<file path="src/rtl/rvj1_writeback.sv">
// Writeback stage: merges LSU load results and a small ALU result queue onto one regfile write port.
// Optional forwarding lookup port enabled by defining RVJ1_WB_FWD_EN.
module rvj1_writeback #(
   parameter int DEPTH = 2,
   parameter int XLEN  = 32,
   parameter int RALEN = 5
) (
   input  logic             clk_i,
   input  logic             rstn_i,
   input  logic             alu_valid_i,
   output logic             alu_ready_o,
   input  logic [RALEN-1:0] alu_dest_i,
   input  logic [XLEN-1:0]  alu_data_i,
   input  logic             lsu_valid_i,
   input  logic [RALEN-1:0] lsu_dest_i,
   input  logic [XLEN-1:0]  lsu_data_i,
   output logic             rf_we_o,
   output logic [RALEN-1:0] rf_addr_o,
   output logic [XLEN-1:0]  rf_data_o,
   output logic             busy_o
`ifdef RVJ1_WB_FWD_EN
   ,
   input  logic [RALEN-1:0] fwd_addr_i,
   output logic             fwd_hit_o,
   output logic [XLEN-1:0]  fwd_data_o
`endif
);

   localparam int PTRW = $clog2(DEPTH);
   localparam int CNTW = PTRW + 1;

   logic [RALEN-1:0] dest_q [DEPTH];
   logic [XLEN-1:0]  data_q [DEPTH];
   logic [DEPTH-1:0] squash_q;
   logic [PTRW-1:0]  rd_ptr;
   logic [PTRW-1:0]  wr_ptr;
   logic [CNTW-1:0]  count;

   logic             head_valid;
   logic             alu_take;
   logic             lsu_write;
   logic             pop;
   logic             bypass;
   logic             push;
   logic             head_live;
   logic [DEPTH-1:0] occupied;

   assign alu_ready_o = (count != CNTW'(DEPTH));
   assign busy_o      = (count != '0);
   assign head_valid  = (count != '0);
   assign alu_take    = alu_valid_i && alu_ready_o && (alu_dest_i != '0);
   assign lsu_write   = lsu_valid_i && (lsu_dest_i != '0);
   assign pop         = head_valid && !lsu_valid_i;
   // An ALU beat arriving at an empty queue with the LSU idle goes straight to the write port.
   assign bypass      = alu_take && !head_valid && !lsu_valid_i;
   assign push        = alu_take && !bypass;
   assign head_live   = pop && !squash_q[rd_ptr];

   always_comb begin
      occupied = '0;
      for (int i = 0; i < DEPTH; i++) begin
         occupied[i] = (CNTW'(PTRW'(PTRW'(i) - rd_ptr)) < count);
      end
   end

   always_ff @(posedge clk_i or negedge rstn_i) begin
      if (!rstn_i) begin
         rd_ptr   <= '0;
         wr_ptr   <= '0;
         count    <= '0;
         squash_q <= '0;
      end else begin
         if (push) begin
            wr_ptr <= wr_ptr + PTRW'(1);
         end
         if (pop) begin
            rd_ptr <= rd_ptr + PTRW'(1);
         end
         case ({push, pop})
            2'b10:   count <= count + CNTW'(1);
            2'b01:   count <= count - CNTW'(1);
            default: count <= count;
         endcase
         // The load is younger than anything already queued, so older writes to its register die.
         for (int i = 0; i < DEPTH; i++) begin
            if (push && (wr_ptr == PTRW'(i))) begin
               squash_q[i] <= 1'b0;
            end else if (lsu_write && occupied[i] && (dest_q[i] == lsu_dest_i)) begin
               squash_q[i] <= 1'b1;
            end
         end
      end
   end

   always_ff @(posedge clk_i) begin
      if (push) begin
         dest_q[wr_ptr] <= alu_dest_i;
         data_q[wr_ptr] <= alu_data_i;
      end
   end

   always_ff @(posedge clk_i or negedge rstn_i) begin
      if (!rstn_i) begin
         rf_we_o   <= 1'b0;
         rf_addr_o <= '0;
         rf_data_o <= '0;
      end else if (lsu_write) begin
         rf_we_o   <= 1'b1;
         rf_addr_o <= lsu_dest_i;
         rf_data_o <= lsu_data_i;
      end else if (head_live) begin
         rf_we_o   <= 1'b1;
         rf_addr_o <= dest_q[rd_ptr];
         rf_data_o <= data_q[rd_ptr];
      end else if (bypass) begin
         rf_we_o   <= 1'b1;
         rf_addr_o <= alu_dest_i;
         rf_data_o <= alu_data_i;
      end else begin
         rf_we_o   <= 1'b0;
      end
   end

`ifdef RVJ1_WB_FWD_EN
   // Scan oldest to youngest so the last match wins; the registered output is older than the queue.
   always_comb begin
      fwd_hit_o  = 1'b0;
      fwd_data_o = '0;
      if (fwd_addr_i != '0) begin
         if (rf_we_o && (rf_addr_o == fwd_addr_i)) begin
            fwd_hit_o  = 1'b1;
            fwd_data_o = rf_data_o;
         end
         for (int k = 0; k < DEPTH; k++) begin
            if ((CNTW'(k) < count) && !squash_q[rd_ptr + PTRW'(k)]
                && (dest_q[rd_ptr + PTRW'(k)] == fwd_addr_i)) begin
               fwd_hit_o  = 1'b1;
               fwd_data_o = data_q[rd_ptr + PTRW'(k)];
            end
         end
      end
   end
`endif

endmodule

</file>
<file path="config.mk">
export PLATFORM = sky130hd
export DESIGN_NAME = rvj1_writeback
export DESIGN_NICKNAME = d
export VERILOG_FILES = /design/src/rtl/rvj1_writeback.sv
export SDC_FILE = /design/constraint.sdc
export NUM_CORES = 1
export LEC_CHECK = 0
export ABC_CLOCK_PERIOD_IN_PS = 3500
export BUFFER_PORTS_ARGS = -buffer_cell sky130_fd_sc_hd__clkbuf_2
export CORE_ASPECT_RATIO = 0.9
export CORE_MARGIN = 2
export CORE_UTILIZATION = 30
export CTS_BUF_LIST = sky130_fd_sc_hd__clkbuf_16
export DETAILED_ROUTE_END_ITERATION = 7
export GPL_TIMING_DRIVEN = 0
export MAX_ROUTING_LAYER = met4
export SLEW_MARGIN = 5
export SYNTH_ARGS = -nofsm -noshare
export SYNTH_HDL_FRONTEND = slang
export SYNTH_SLANG_ARGS = --single-unit
</file>
<file path="constraint.sdc">
create_clock -name clk_i -period 3.5 [get_ports clk_i]
set_clock_uncertainty 0.15 [all_clocks]
set_input_delay 0.175 -clock clk_i [delete_from_list [all_inputs] [get_ports clk_i]]
set_output_delay 0.175 -clock clk_i [all_outputs]
set_load 0.05 [all_outputs]
</file>
==> results of run 1 <==
## path summary, 6_finish.rpt
check	startpoint	endpoint	slack (ns)	depth (start not counted)
worst min register to register	wr_ptr	squash_q[1]	0.36	1
worst max-delay path	alu_dest_i[2]	count[1]	1.02	10
min in group clk_i	lsu_valid_i	rd_ptr	0.04	3
worst max register to register	rd_ptr	rf_data_o[24]	1.06	7
worst min-delay path	rstn_i	rf_data_o[7]	0.04	2
max in group asynchronous	rstn_i	squash_q[1]	2.66	3
## cell type report
cell class | instances | area [µm²]
buffer | 22 | 126.4
fill | 1423 | 8936
sequential | 118 | 3323
timing repair buffer | 195 | 1381
multi-input combinational | 152 | 1424
clock inverter | 15 | 130.1
clock buffer | 17 | 425.4
inverter | 4 | 15.01
tap | 207 | 259.0
## where the power goes
group	leakage [nW]	internal [mW]	switching [mW]
combinational	1.46	0.736	1.48
sequential	1.20	1.91	0.170
clock	0.267	0.976	0.649
## through the flow
step	setup slack, ns	power (mW)	TNS (ns)
2_1_floorplan	-0.2978	3.643	-22.04
3_3_place_gp	-2.233	4.202	-164.09
3_5_place_dp	1.085	4.273	0
4_1_cts	1.005	5.988	0
5_1_grt	0.8143	6.221	0
6_report	1.021	5.918	0
## registers in the layout, indices dropped and copies added, names as in the netlist
name / count
wr_ptr: 1
dest_q: 10
rf_data_o: 32
count: 2
rf_we_o: 1
rd_ptr: 1
rf_addr_o: 5
squash_q: 2
data_q: 64
## layer usage
layer,GRT usage,part of all wire
met4,0.04382,0.012
met2,0.2583,0.47
met3,0.05094,0.057
met5,-,0
met1,0.2012,0.46
## critical path, cell delays in order
cell,delay [ns]
dlygate4sd3_1,0.54
clkbuf_2,0.15
or4_1,0.55
o21ai_0,0.43
nor2_1,0.19
inv_1,0.09
ha_1,0.17
xnor2_1,0.12
nor2_1,0.07
xnor2_1,0.12
## kinds of logic (layout without fill, tap and decap cells)
logic type                 after synthesis  after routing  synth area share
muxes                                   37             37           0.07592
DFF                                    118            118            0.6812
and+or+nand+nor                         16             16           0.01872
xor gates and xnor gates                15             15           0.02693
AOI/OAI and AO/OA                       83             83            0.1657
buffers and inverters                   26            253           0.02898
adders and majority gates                1              1          0.002564
## Yosys cell counts
cell type	n
xnor2_1	7
mux2i_1	37
nand3b_1	1
buf_2	14
inv_1	4
a2111oi_1	1
edfxtp_1	74
o21ai_2	1
o21ai_0	1
a2bb2oi_1	39
buf_4	1
nor4_1	2
o2111ai_1	1
o211ai_1	1
o221a_1	27
ha_1	1
nor2_1	4
or4_1	3
a21oi_1	2
dfrtp_1	44
nor2b_1	2
o221a_2	10
buf_6	3
nor3_1	3
nand2b_1	1
clkbuf_1	4
xor2_1	8
## cell usage in the layout (no fill, tap or decap), types with 2 or more instances in the layout
cell           synthesis  routed
clkinv_4               0       4
clkinv_1               0       2
o221a_2               10      10
buf_8                  0       2
edfxtp_1              74      74
nor2_1                 4       4
buf_6                  3       5
nor2b_1                2       2
buf_2                 14      15
clkbuf_1               4       4
dfrtp_1               44      44
xnor2_1                7       7
clkbuf_16              0      17
nor3_2                 0       2
inv_6                  0       3
or4_1                  3       3
o221a_1               27      27
xor2_1                 8       8
clkinvlp_4             0       3
dlygate4sd3_1          0      70
buf_4                  1       4
a21oi_1                2       2
a2bb2oi_1             39      39
nor4_1                 2       2
inv_1                  4       5
mux2i_1               37      37
clkbuf_2               0     116
## timing repair
action	CTS	global route
hold endpoints to repair	155	0
hold buffers	70	0
setup endpoints to repair	0	0
==> summary.txt, run 1 <==
Logic synthesis
  • Synth warn: 0
  • Cell taking the most area after synthesis: edfxtp_1
  • Synth Net Count: 375
  • FF+latch count, synth: approximately 120
  • Cell count after synthesis: 296
  • Share of the yosys chip area belonging to registers: 0.6812
  • Share of the synthesized area in the top cell type: 0.4555
  • Distinct cells, synth: 27
  • Largest cells by area after synthesis: edfxtp_1, dfrtp_1, mux2i_1
  • Mapped Avg Cell Area: approximately 16 µm²
  • Synthesized area: approximately 0.0049 mm²

Clocking
  • CTS sink count: 118
  • Post_cts resized: 0
  • Clk root buf: clkbuf_16
  • Clock transition at the registers of the reported paths: 0.06 ns
  • CTS tree: yes
  • CTS Buffer Depth: 2
  • CTS H-tree lvls: 4
  • CTS buffer count: 17
  • Clock Latency Late Sink: between 0.4 and 0.5 ns
  • Post-CTS setup buffers: 0

Critical path
  • Worst endpoint required time: 3.64 ns
  • CP Data Arrival Time: between 2 and 3 ns
  • Critical Path End Type: register
  • Startpoint type of the worst setup path: input pin
  • CP max FO: 4
  • Crit Path Class: input pin to register

Routing
  • Drt via density: between 4 and 5
  • Routed Wire Length: between 10000 and 15000 µm
  • Antenna viol nets, final: 0
  • Vias post-DR: ~3500
  • DR WL/cell: ~18 µm
  • 1st-iter DRT viols: 161
  • DR pass1 iterations: 4
  • Drc violations: 0

Place
  • Port buffer count: about 120
  • Placed cell area: 0.005808 mm²
  • Placed cells: between 600 and 700
  • DP HPWL: 8594 µm
  • RD Place Congestion: roughly 0.75

STA
  • Slew margin rel.: 0.2732
  • Worst slew pin tran: around 1.1 ns
  • Final Max Tran Viols: 0
  • Final Cycle Share: 0.7084
  • Final setup vio count: 0
  • Hold_ws: ~0.037 ns
  • Hold Violations, Final: 0
  • RSZ-0062 raised after global routing: no
  • Post-layout min period: between 2 and 2.5 ns
  • Fmax achieved: between 400 and 500 MHz

Final layout
  • Post-route cell area: around 0.0071 mm²
  • Final Util: 0.4422
  • Layout net count: just under 600
  • N_diodes: 0
  • Layout cells sized above 1: 0.3537
  • Post-Layout Cell Count: between 700 and 800
  • Synthesis-to-finish area growth: 45.22%

Run status
  • Outcome: finished clean

Job
  • Max cap viols: 0

Global route
  • Gr usage total: 0.1622
  • Largest net degree at the start of global routing: 45
  • First-pass GRT wire length: 20780 µm
  • Vias in the first global route: 3808
  • Initial antenna violation count: 0
  • Congestion Overflow GR: 0

Power and ir drop
  • Pwr dens: between 800 and 900 mW/mm²
  • Maximum vdd ir drop: around 0.00042 V
  • Static Leakage: just under 3 nW

Floorplanning
  • Rows: between 40 and 50
  • Core area: between 0.015 and 0.02 mm²
  • Die area: ~0.017 mm²
  • Starting Density: 0.3045
  • Die span in y: approximately 120 µm
  • Die width: ~140 µm
  • Num ports: between 100 and 150

Min path
  • Hold Crit Class: input pin to asynchronous set/reset pin
No activity file was read; power rests on OpenSTA's default activity.
==> run 2: changes to the inputs <==
Settings changed: ABC_AREA from default to 1, ABC_CLOCK_PERIOD_IN_PS 3500 to 2500.
Clock period 3.5 ns to 2.5 ns, I/O delays scaled along.
==> run 2 against run 1 <==
  * Worst setup slack lost 0.89 ns
  * Global-route usage up 2.1 points
  * Final area increased by 13%
  * Die area grew 17%
  * Sequential share of layout area decreased by 5.4 points
  * Register-to-register slack worse by 0.93 ns
  * Power rose by 64%
  * Critical path type is now register to register
  * Count of clock-buffer cells in the layout stayed put
  * Combinational power grew 93%
==> summary.txt, run 2 <==
Run status
  • Outcome: finished clean

Logic synthesis
  • Share of the yosys chip area belonging to registers: 0.5816 (-0.09964)
  • Share of the synthesized area in the top cell type: 0.3889 (-0.06662)
  • Mux contribution to synthesized area: 0 (-0.07592)
  • Mapped Avg Cell Area: 9.383 µm² (-43%)
  • Cell taking the most area after synthesis: edfxtp_1
  • Distinct cells, synth: 26 (-3.7%)
  • Largest family of logic cells by synthesized area: simple AND/OR/NAND/NOR gates
  • Largest cells by area after synthesis: edfxtp_1, dfrtp_1, nand2_1
  • Cell count after synthesis: 609 (+110%)
  • Most frequent cell after synthesis: nand2_1
  • Synth warn: 0 (unchanged)
  • Synth Area in Compound Gates: 0.007883 (-0.1578)
  • Area share of fa/ha/maj cells after synthesis: 0.002190 (-0.0003751)
  • Synthesized area: 0.005714 mm² (+17%)
  • Post-synthesis async set-or-reset flop share: 0.3729 (unchanged)
  • Synth Net Count: 688 (+83%)
  • Post-Synth XOR/XNOR Area: 0.01533 (-0.01160)
  • Synth Area in Simple Gates: 0.3298 (+0.3110)
  • Commonest cells in the netlist: nand2_1, nand3_1, edfxtp_1, dfrtp_1, nand4_1
  • Number of synthesized flops with an enable pin: 74 (unchanged)
  • FF+latch count, synth: 118 (unchanged)
  • Top_reg_cell synth: edfxtp_1

Power and ir drop
  • Clock Power Share: 0.247 (-0.028)
  • Psw: 4.220 mW (+83%)
  • Static Leakage: 3.654 nW (+25%)
  • Switching Share: 0.4346 (+0.04575)
  • Sequential share of power: 0.311 (-0.040)
  • Pwr dens: 1213 mW/mm² (+45%)
  • Pint: 5.491 mW (+52%)
  • Combinational Power Share: 0.442 (+0.067)
  • Maximum vdd ir drop: 0.0006034 V (+45%)

Routing
  • Drt via density: 4.643 (-3.2%)
  • Routed Wire Length: 17100 µm (+30%)
  • Vias post-DR: 5019 (+43%)
  • 1st-iter DRT viols: 355 (+120%)
  • Drc violations: 0 (unchanged)
  • DR pass1 iterations: 5 (+1)
  • Antenna viol nets, final: 0 (unchanged)
  • DR WL/cell: 15.81 µm (-12%)

Critical path
  • R2r setup slk: 0.13 ns (-0.93 ns)
  • Beginning of the critical path: count[0]
  • Worst-path cell chain: inv_2, a21boi_1, o211ai_1, nor2_4, buf_16
  • Crit path max-delay cell type: nor2_4
  • End of the critical path: data_q[0][1]
  • CP Data Arrival Time: 2.33 ns (-0.29 ns)
  • CP peak stage delay: 0.64 ns (+0.09 ns)
  • Startpoint type of the worst setup path: register
  • Critical Path End Type: register
  • Reg2reg start: count[0]
  • Worst endpoint required time: 2.46 ns (-1.18 ns)
  • CP max FO: 21 (+17)
  • FF-to-FF End: data_q[0][1]
  • R2R depth: 5 (-2)
  • Crit Path Class: register to register

STA
  • Final setup vio count: 0 (unchanged)
  • Slew margin rel.: 0.5373 (+0.2641)
  • TNS Setup: 0 ns (unchanged)
  • Final Max Tran Viols: 0 (unchanged)
  • Post-layout min period: roughly 2.4 ns
  • Hold Violations, Final: 0 (unchanged)
  • RSZ-0062 raised after global routing: no
  • Hold_ws: 0.1448 ns (+0.1078 ns)
  • Final Cycle Share: 0.9491
  • Worst slew pin tran: 0.6924 ns (-0.3918 ns)
  • Fmax achieved: 421.4 MHz

Global route
  • Congestion Overflow GR: 0 (unchanged)
  • Initial antenna violation count: 0 (unchanged)
  • Gr usage total: 0.1833 (+0.02118)
  • Vias in the first global route: 5037 (+32%)
  • First-pass GRT wire length: 27190 µm (+31%)
  • Largest net degree at the start of global routing: 45 (unchanged)

Clocking
  • Post-CTS setup buffers: 0 (unchanged)
  • CTS H-tree lvls: 4 (unchanged)
  • CTS sink count: 118 (unchanged)
  • Post_cts resized: 0 (unchanged)
  • CTS buffer count: 17 (unchanged)
  • Clk root buf: clkbuf_16
  • Clock Latency Late Sink: 0.41 ns (about the same)
  • Post-CTS Hold Buffers: 76 (+8.6%)
  • CTS tree: yes
  • CTS Buffer Depth: 2 (unchanged)
  • Clock transition at the registers of the reported paths: 0.06 ns (about the same)

Min path
  • Hold Crit Class: input pin to asynchronous set/reset pin

Final layout
  • Most frequent cells in the layout: nand2_1, clkbuf_2, nand3_1, dlygate4sd3_1, edfxtp_1
  • Post-Layout Cell Count: 1081 (+48%)
  • Layout cells sized above 1: 0.2572 (-0.09655)
  • Final Util: 0.4322 (-0.01005)
  • Layout net count: 902 (+53%)
  • Biggest registers after layout: data_q x64, rf_data_o x32, dest_q x10
  • Filler cells: 1834 (+29%)
  • Commonest non-fill, non-tap cell in the layout: nand2_1
  • Synthesis-to-finish area growth: 40.09%
  • Largest Register: data_q
  • Max reg flops: 64 (unchanged)
  • N_diodes: 0 (unchanged)

Floorplanning
  • Die span in y: 134.9 µm (+8.0%)
  • Core area: 0.01852 mm² (+16%)
  • Num ports: 118 (unchanged)
  • Die width: 149.5 µm (+8.0%)
  • Starting Density: 0.3085 (+0.003963)
  • Die area: 0.02017 mm² (+17%)
  • Rows: 47 (+6.8%)

Job
  • Max cap viols: 0 (unchanged)

Place
  • RD Place Congestion: 0.8215 (+10%)
  • Placed cells: 973 (+55%)
  • DP HPWL: 11390 µm (+32%)
  • Port buffer count: 117 (unchanged)
==> run 2: final cells by class <==
cell class | count | area (µm²) | area share
buffer | 45 | 297.8 | 0.03720
clock buffer | 17 | 425.4 | 0.05314
tap | 245 | 306.5 | 0.03829
timing repair buffer | 195 | 1396 | 0.1744
sequential | 118 | 3323 | 0.4151
clock inverter | 15 | 147.6 | 0.01844
inverter | 17 | 63.81 | 0.007971
multi-input combinational | 429 | 2044 | 0.2554
==> run 2: metrics by stage <==
step / worst slack, ns / area, µm² / total power [mW]
6_report: 0.1271 / 8005 / 9.711
5_1_grt: 0.004736 / 8005 / 10.31
4_1_cts: 0.1087 / 8003 / 9.796
3_5_place_dp: 0.1261 / 6669 / 7.276
3_3_place_gp: -1.769 / 6606 / 7.169
2_1_floorplan: -0.5975 / 5714 / 6.028
==> run 2: cell families after synthesis <==
group / count (synthesis)
buffers and inverters: 62
adders and majority gates: 1
xor gates and xnor gates: 10
and+or+nand+nor: 410
DFF: 118
AOI/OAI and AO/OA: 8
==> run 2: power groups by stage <==
stage          registers [mW]  clock network [mW]  logic, mW
2_1_floorplan            4.08                   0       1.95
3_5_place_dp             3.05                   0       4.22
4_1_cts                  3.02                2.44       4.33
3_3_place_gp             3.08                   0       4.09
6_report                 3.03                2.39       4.29
5_1_grt                  3.09                2.53       4.69
==> run 2: worst min-delay path by stage <==
stage	start	endpoint	depth (start not counted)	slack, ns
2_1_floorplan	rstn_i	count[0]	0	-0.32
3_3_place_gp	alu_data_i[16]	data_q[1][16]	1	0.18
3_5_place_dp	alu_data_i[16]	data_q[1][16]	1	0.18
4_1_cts	lsu_valid_i	rd_ptr	4	0.19
5_1_grt	rstn_i	rf_data_o[3]	2	0.21
6_report	rstn_i	count[1]	2	0.14
==> run 2: metal layers <==
metal  wire, µm  up-vias  GRT usage
met3        801        4    0.03885
met4         62        0    0.03968
met5          0        -          -
li1           -     2501          -
met1       8288     2372     0.2490
met2       7943      142     0.2839
==> run 2: critical path: cells and delay by family, from the launching register on <==
kind | cells | cell delay (ns)
buffers and inverters | 2 | 0.34
AND/OR/NAND/NOR | 1 | 0.64
flip-flops | 1 | 0.45
AO/OA/AOI/OAI | 2 | 0.48
==> run 3: changes to the inputs <==
==> constraint.sdc (replaced) <==
create_clock -name clk_i -period 2.5 [get_ports clk_i]
set_clock_uncertainty 0.15 [all_clocks]
set_input_delay 0.625 -clock clk_i [delete_from_list [all_inputs] [get_ports clk_i]]
set_output_delay 0.625 -clock clk_i [all_outputs]
set_load 0.05 [all_outputs]
==> run 3 against run 2 <==
  * Count of clock-buffer cells in the layout stayed put
  * Sequential cell count stayed put
  * Final area is 9.7% lower
  * Highest routed layer unchanged
  * Via count is 5.6% lower
  * Wire length is 3.2% lower
==> summary.txt, run 3 (same netlist as run 2, synthesis figures left out) <==
Routing
  • DR pass1 iterations: 4 (-1)
  • Routed Wire Length: 16550 µm (-3.2%)
  • Drt via density: 4.708 (+1.4%)
  • Antenna viol nets, final: 0 (unchanged)
  • 1st-iter DRT viols: 327 (-7.9%)
  • Drc violations: 0 (unchanged)
  • DR WL/cell: 16.45 µm (+4.0%)
  • Vias post-DR: 4736 (-5.6%)

Global route
  • Vias in the first global route: 4833 (-4.1%)
  • Largest net degree at the start of global routing: 45 (unchanged)
  • Congestion Overflow GR: 0 (unchanged)
  • Gr usage total: 0.1761 (-0.007240)
  • First-pass GRT wire length: 26040 µm (-4.2%)
  • Initial antenna violation count: 0 (unchanged)

Clocking
  • CTS sink count: 118 (unchanged)
  • CTS buffer count: 17 (unchanged)
  • CTS H-tree lvls: 4 (unchanged)
  • Clock Latency Late Sink: 0.42 ns (about the same)
  • Clock transition at the registers of the reported paths: 0.06 ns (about the same)
  • Clk root buf: clkbuf_16
  • CTS Buffer Depth: 2 (unchanged)
  • Post_cts resized: 0 (unchanged)
  • CTS tree: yes
  • Post-CTS Hold Buffers: 0 (-100%)
  • Post-CTS setup buffers: 0 (unchanged)

STA
  • Fin worst setup slack: 0.2053 ns (+0.07811 ns)
  • Final Max Tran Viols: 0 (unchanged)
  • Hold_ws: 0.06266 ns (-0.08214 ns)
  • RSZ-0062 raised after global routing: no
  • Slew margin rel.: 0.5365 (-0.0008320)
  • TNS Setup: 0 ns (unchanged)
  • Fmax achieved: 435.8 MHz (+3.4%)
  • Final setup vio count: 0 (unchanged)
  • Post-layout min period: 2.295 ns (-0.07811 ns)
  • Hold Violations, Final: 0 (unchanged)
  • Worst slew pin tran: 0.6923 ns (-0.0001554 ns)
  • Final Cycle Share: 0.9179 (-0.03124)

Place
  • RD Place Congestion: 0.8126 (-1.1%)
  • Port buffer count: 117 (unchanged)
  • Worst slack, placed: -0.01600 ns (-0.1421 ns)
  • DP HPWL: 11480 µm (+0.79%)
  • Placed cell area: 0.006661 mm² (-0.11%)

Final layout
  • Layout net count: 827 (-8.3%)
  • Max reg flops: 64 (unchanged)
  • Layout cells sized above 1: 0.2838 (+0.02666)
  • N_diodes: 0 (unchanged)
  • Post-route cell area: 0.007232 mm² (-9.7%)
  • Biggest registers after layout: data_q x64, rf_data_o x32, dest_q x10
  • Synthesis-to-finish area growth: 26.56%
  • Most frequent cells in the layout: nand2_1, clkbuf_2, nand3_1, edfxtp_1, dfrtp_1
  • Commonest non-fill, non-tap cell in the layout: nand2_1
  • Final Util: 0.3904 (-0.04174)
  • Largest Register: data_q

Floorplanning
  • Rows: 47 (unchanged)
  • Die width: 149.5 µm (unchanged)
  • Core area: 0.01852 mm² (unchanged)
  • Die span in y: 134.9 µm (unchanged)
  • Starting Density: 0.3085 (unchanged)
  • Num ports: 118 (unchanged)
  • Die area: 0.02017 mm² (unchanged)

Power and ir drop
  • Pwr dens: 1311 mW/mm² (+8.1%)
  • Maximum vdd ir drop: 0.0005318 V (-12%)
  • Static Leakage: 3.344 nW (-8.5%)

Run status
  • Outcome: finished clean

Critical path
  • Worst endpoint required time: 2.64 ns (+0.18 ns)
  • CP Data Arrival Time: 2.43 ns (+0.10 ns)
  • Startpoint type of the worst setup path: register
  • CP max FO: 5 (-76%)
  • Crit Path Class: register to register
  • Critical Path End Type: register

Job
  • Max cap viols: 0 (unchanged)

Min path
  • Hold Crit Class: input pin to asynchronous set/reset pin
## run 3: cell types whose count changed in the layout (fill, tap and decap cells not counted), moves of 2 or more
cell	delta
clkinv_4	+2
clkinvlp_4	-2
dlygate4sd3_1	-76
buf_12	+2
## run 3: per-layer routing
metal	GRT usage	part of all wire	up-vias	wire (µm)
li1	-	-	2351	-
met1	0.2354	0.47	2220	7836
met2	0.2666	0.45	147	7509
met3	0.03919	0.057	18	948
met5	-	0	-	0
met4	0.05661	0.015	0	252
## run 3: cell type report
class                           instances  area, µm²
Buffer                                 45      297.8
Clock buffer                           17      425.4
Clock inverter                         15      125.1
Fill cell                            1868      11290
Inverter                               17      63.81
Multi-Input combinational cell        429       2044
Sequential cell                       118       3323
Tap cell                              245      306.5
Timing Repair Buffer                  120      645.6
## run 3: path summary, 6_finish.rpt
| check | cells past startpoint | slack (ns) | end | from |
|---|---|---|---|---|
| max in group asynchronous | 2 | 1.58 | squash_q[0] | rstn_i |
| hold / removal | 1 | 0.06 | rf_data_o[23] | rstn_i |
| hold reg to reg | 2 | 0.38 | squash_q[0] | squash_q[0] |
| min in group clk_i | 1 | 0.25 | data_q[1][24] | alu_data_i[24] |
| setup reg to reg | 7 | 0.21 | count[1] | count[0] |
| setup / recovery | 7 | 0.21 | count[1] | count[0] |
## run 3: per-stage QoR
stage / power [mW] / std cells
finish: 9.484 / 1006
global route: 10.06 / 1006
CTS: 9.567 / 1005
detailed placement: 7.270 / 973
global placement: 7.177 / 971
floorplan: 6.027 / 609
## run 3: worst max-delay path, stage by stage, from the launching register on
cell	delay [ns]
dfrtp_1	0.44
nor2_2	0.19
inv_2	0.06
o211ai_1	0.57
ha_1	0.38
a21oi_1	0.12
o21ai_0	0.11
xor2_1	0.15
## run 3: report_power, final
| group | total (mW) | internal [mW] | switching [mW] | leakage, nW |
|---|---|---|---|---|
| Sequential | 3.03 | 2.75 | 0.279 | 1.21 |
| Combinational | 4.18 | 1.13 | 3.05 | 1.85 |
| Clock | 2.28 | 1.43 | 0.845 | 0.290 |
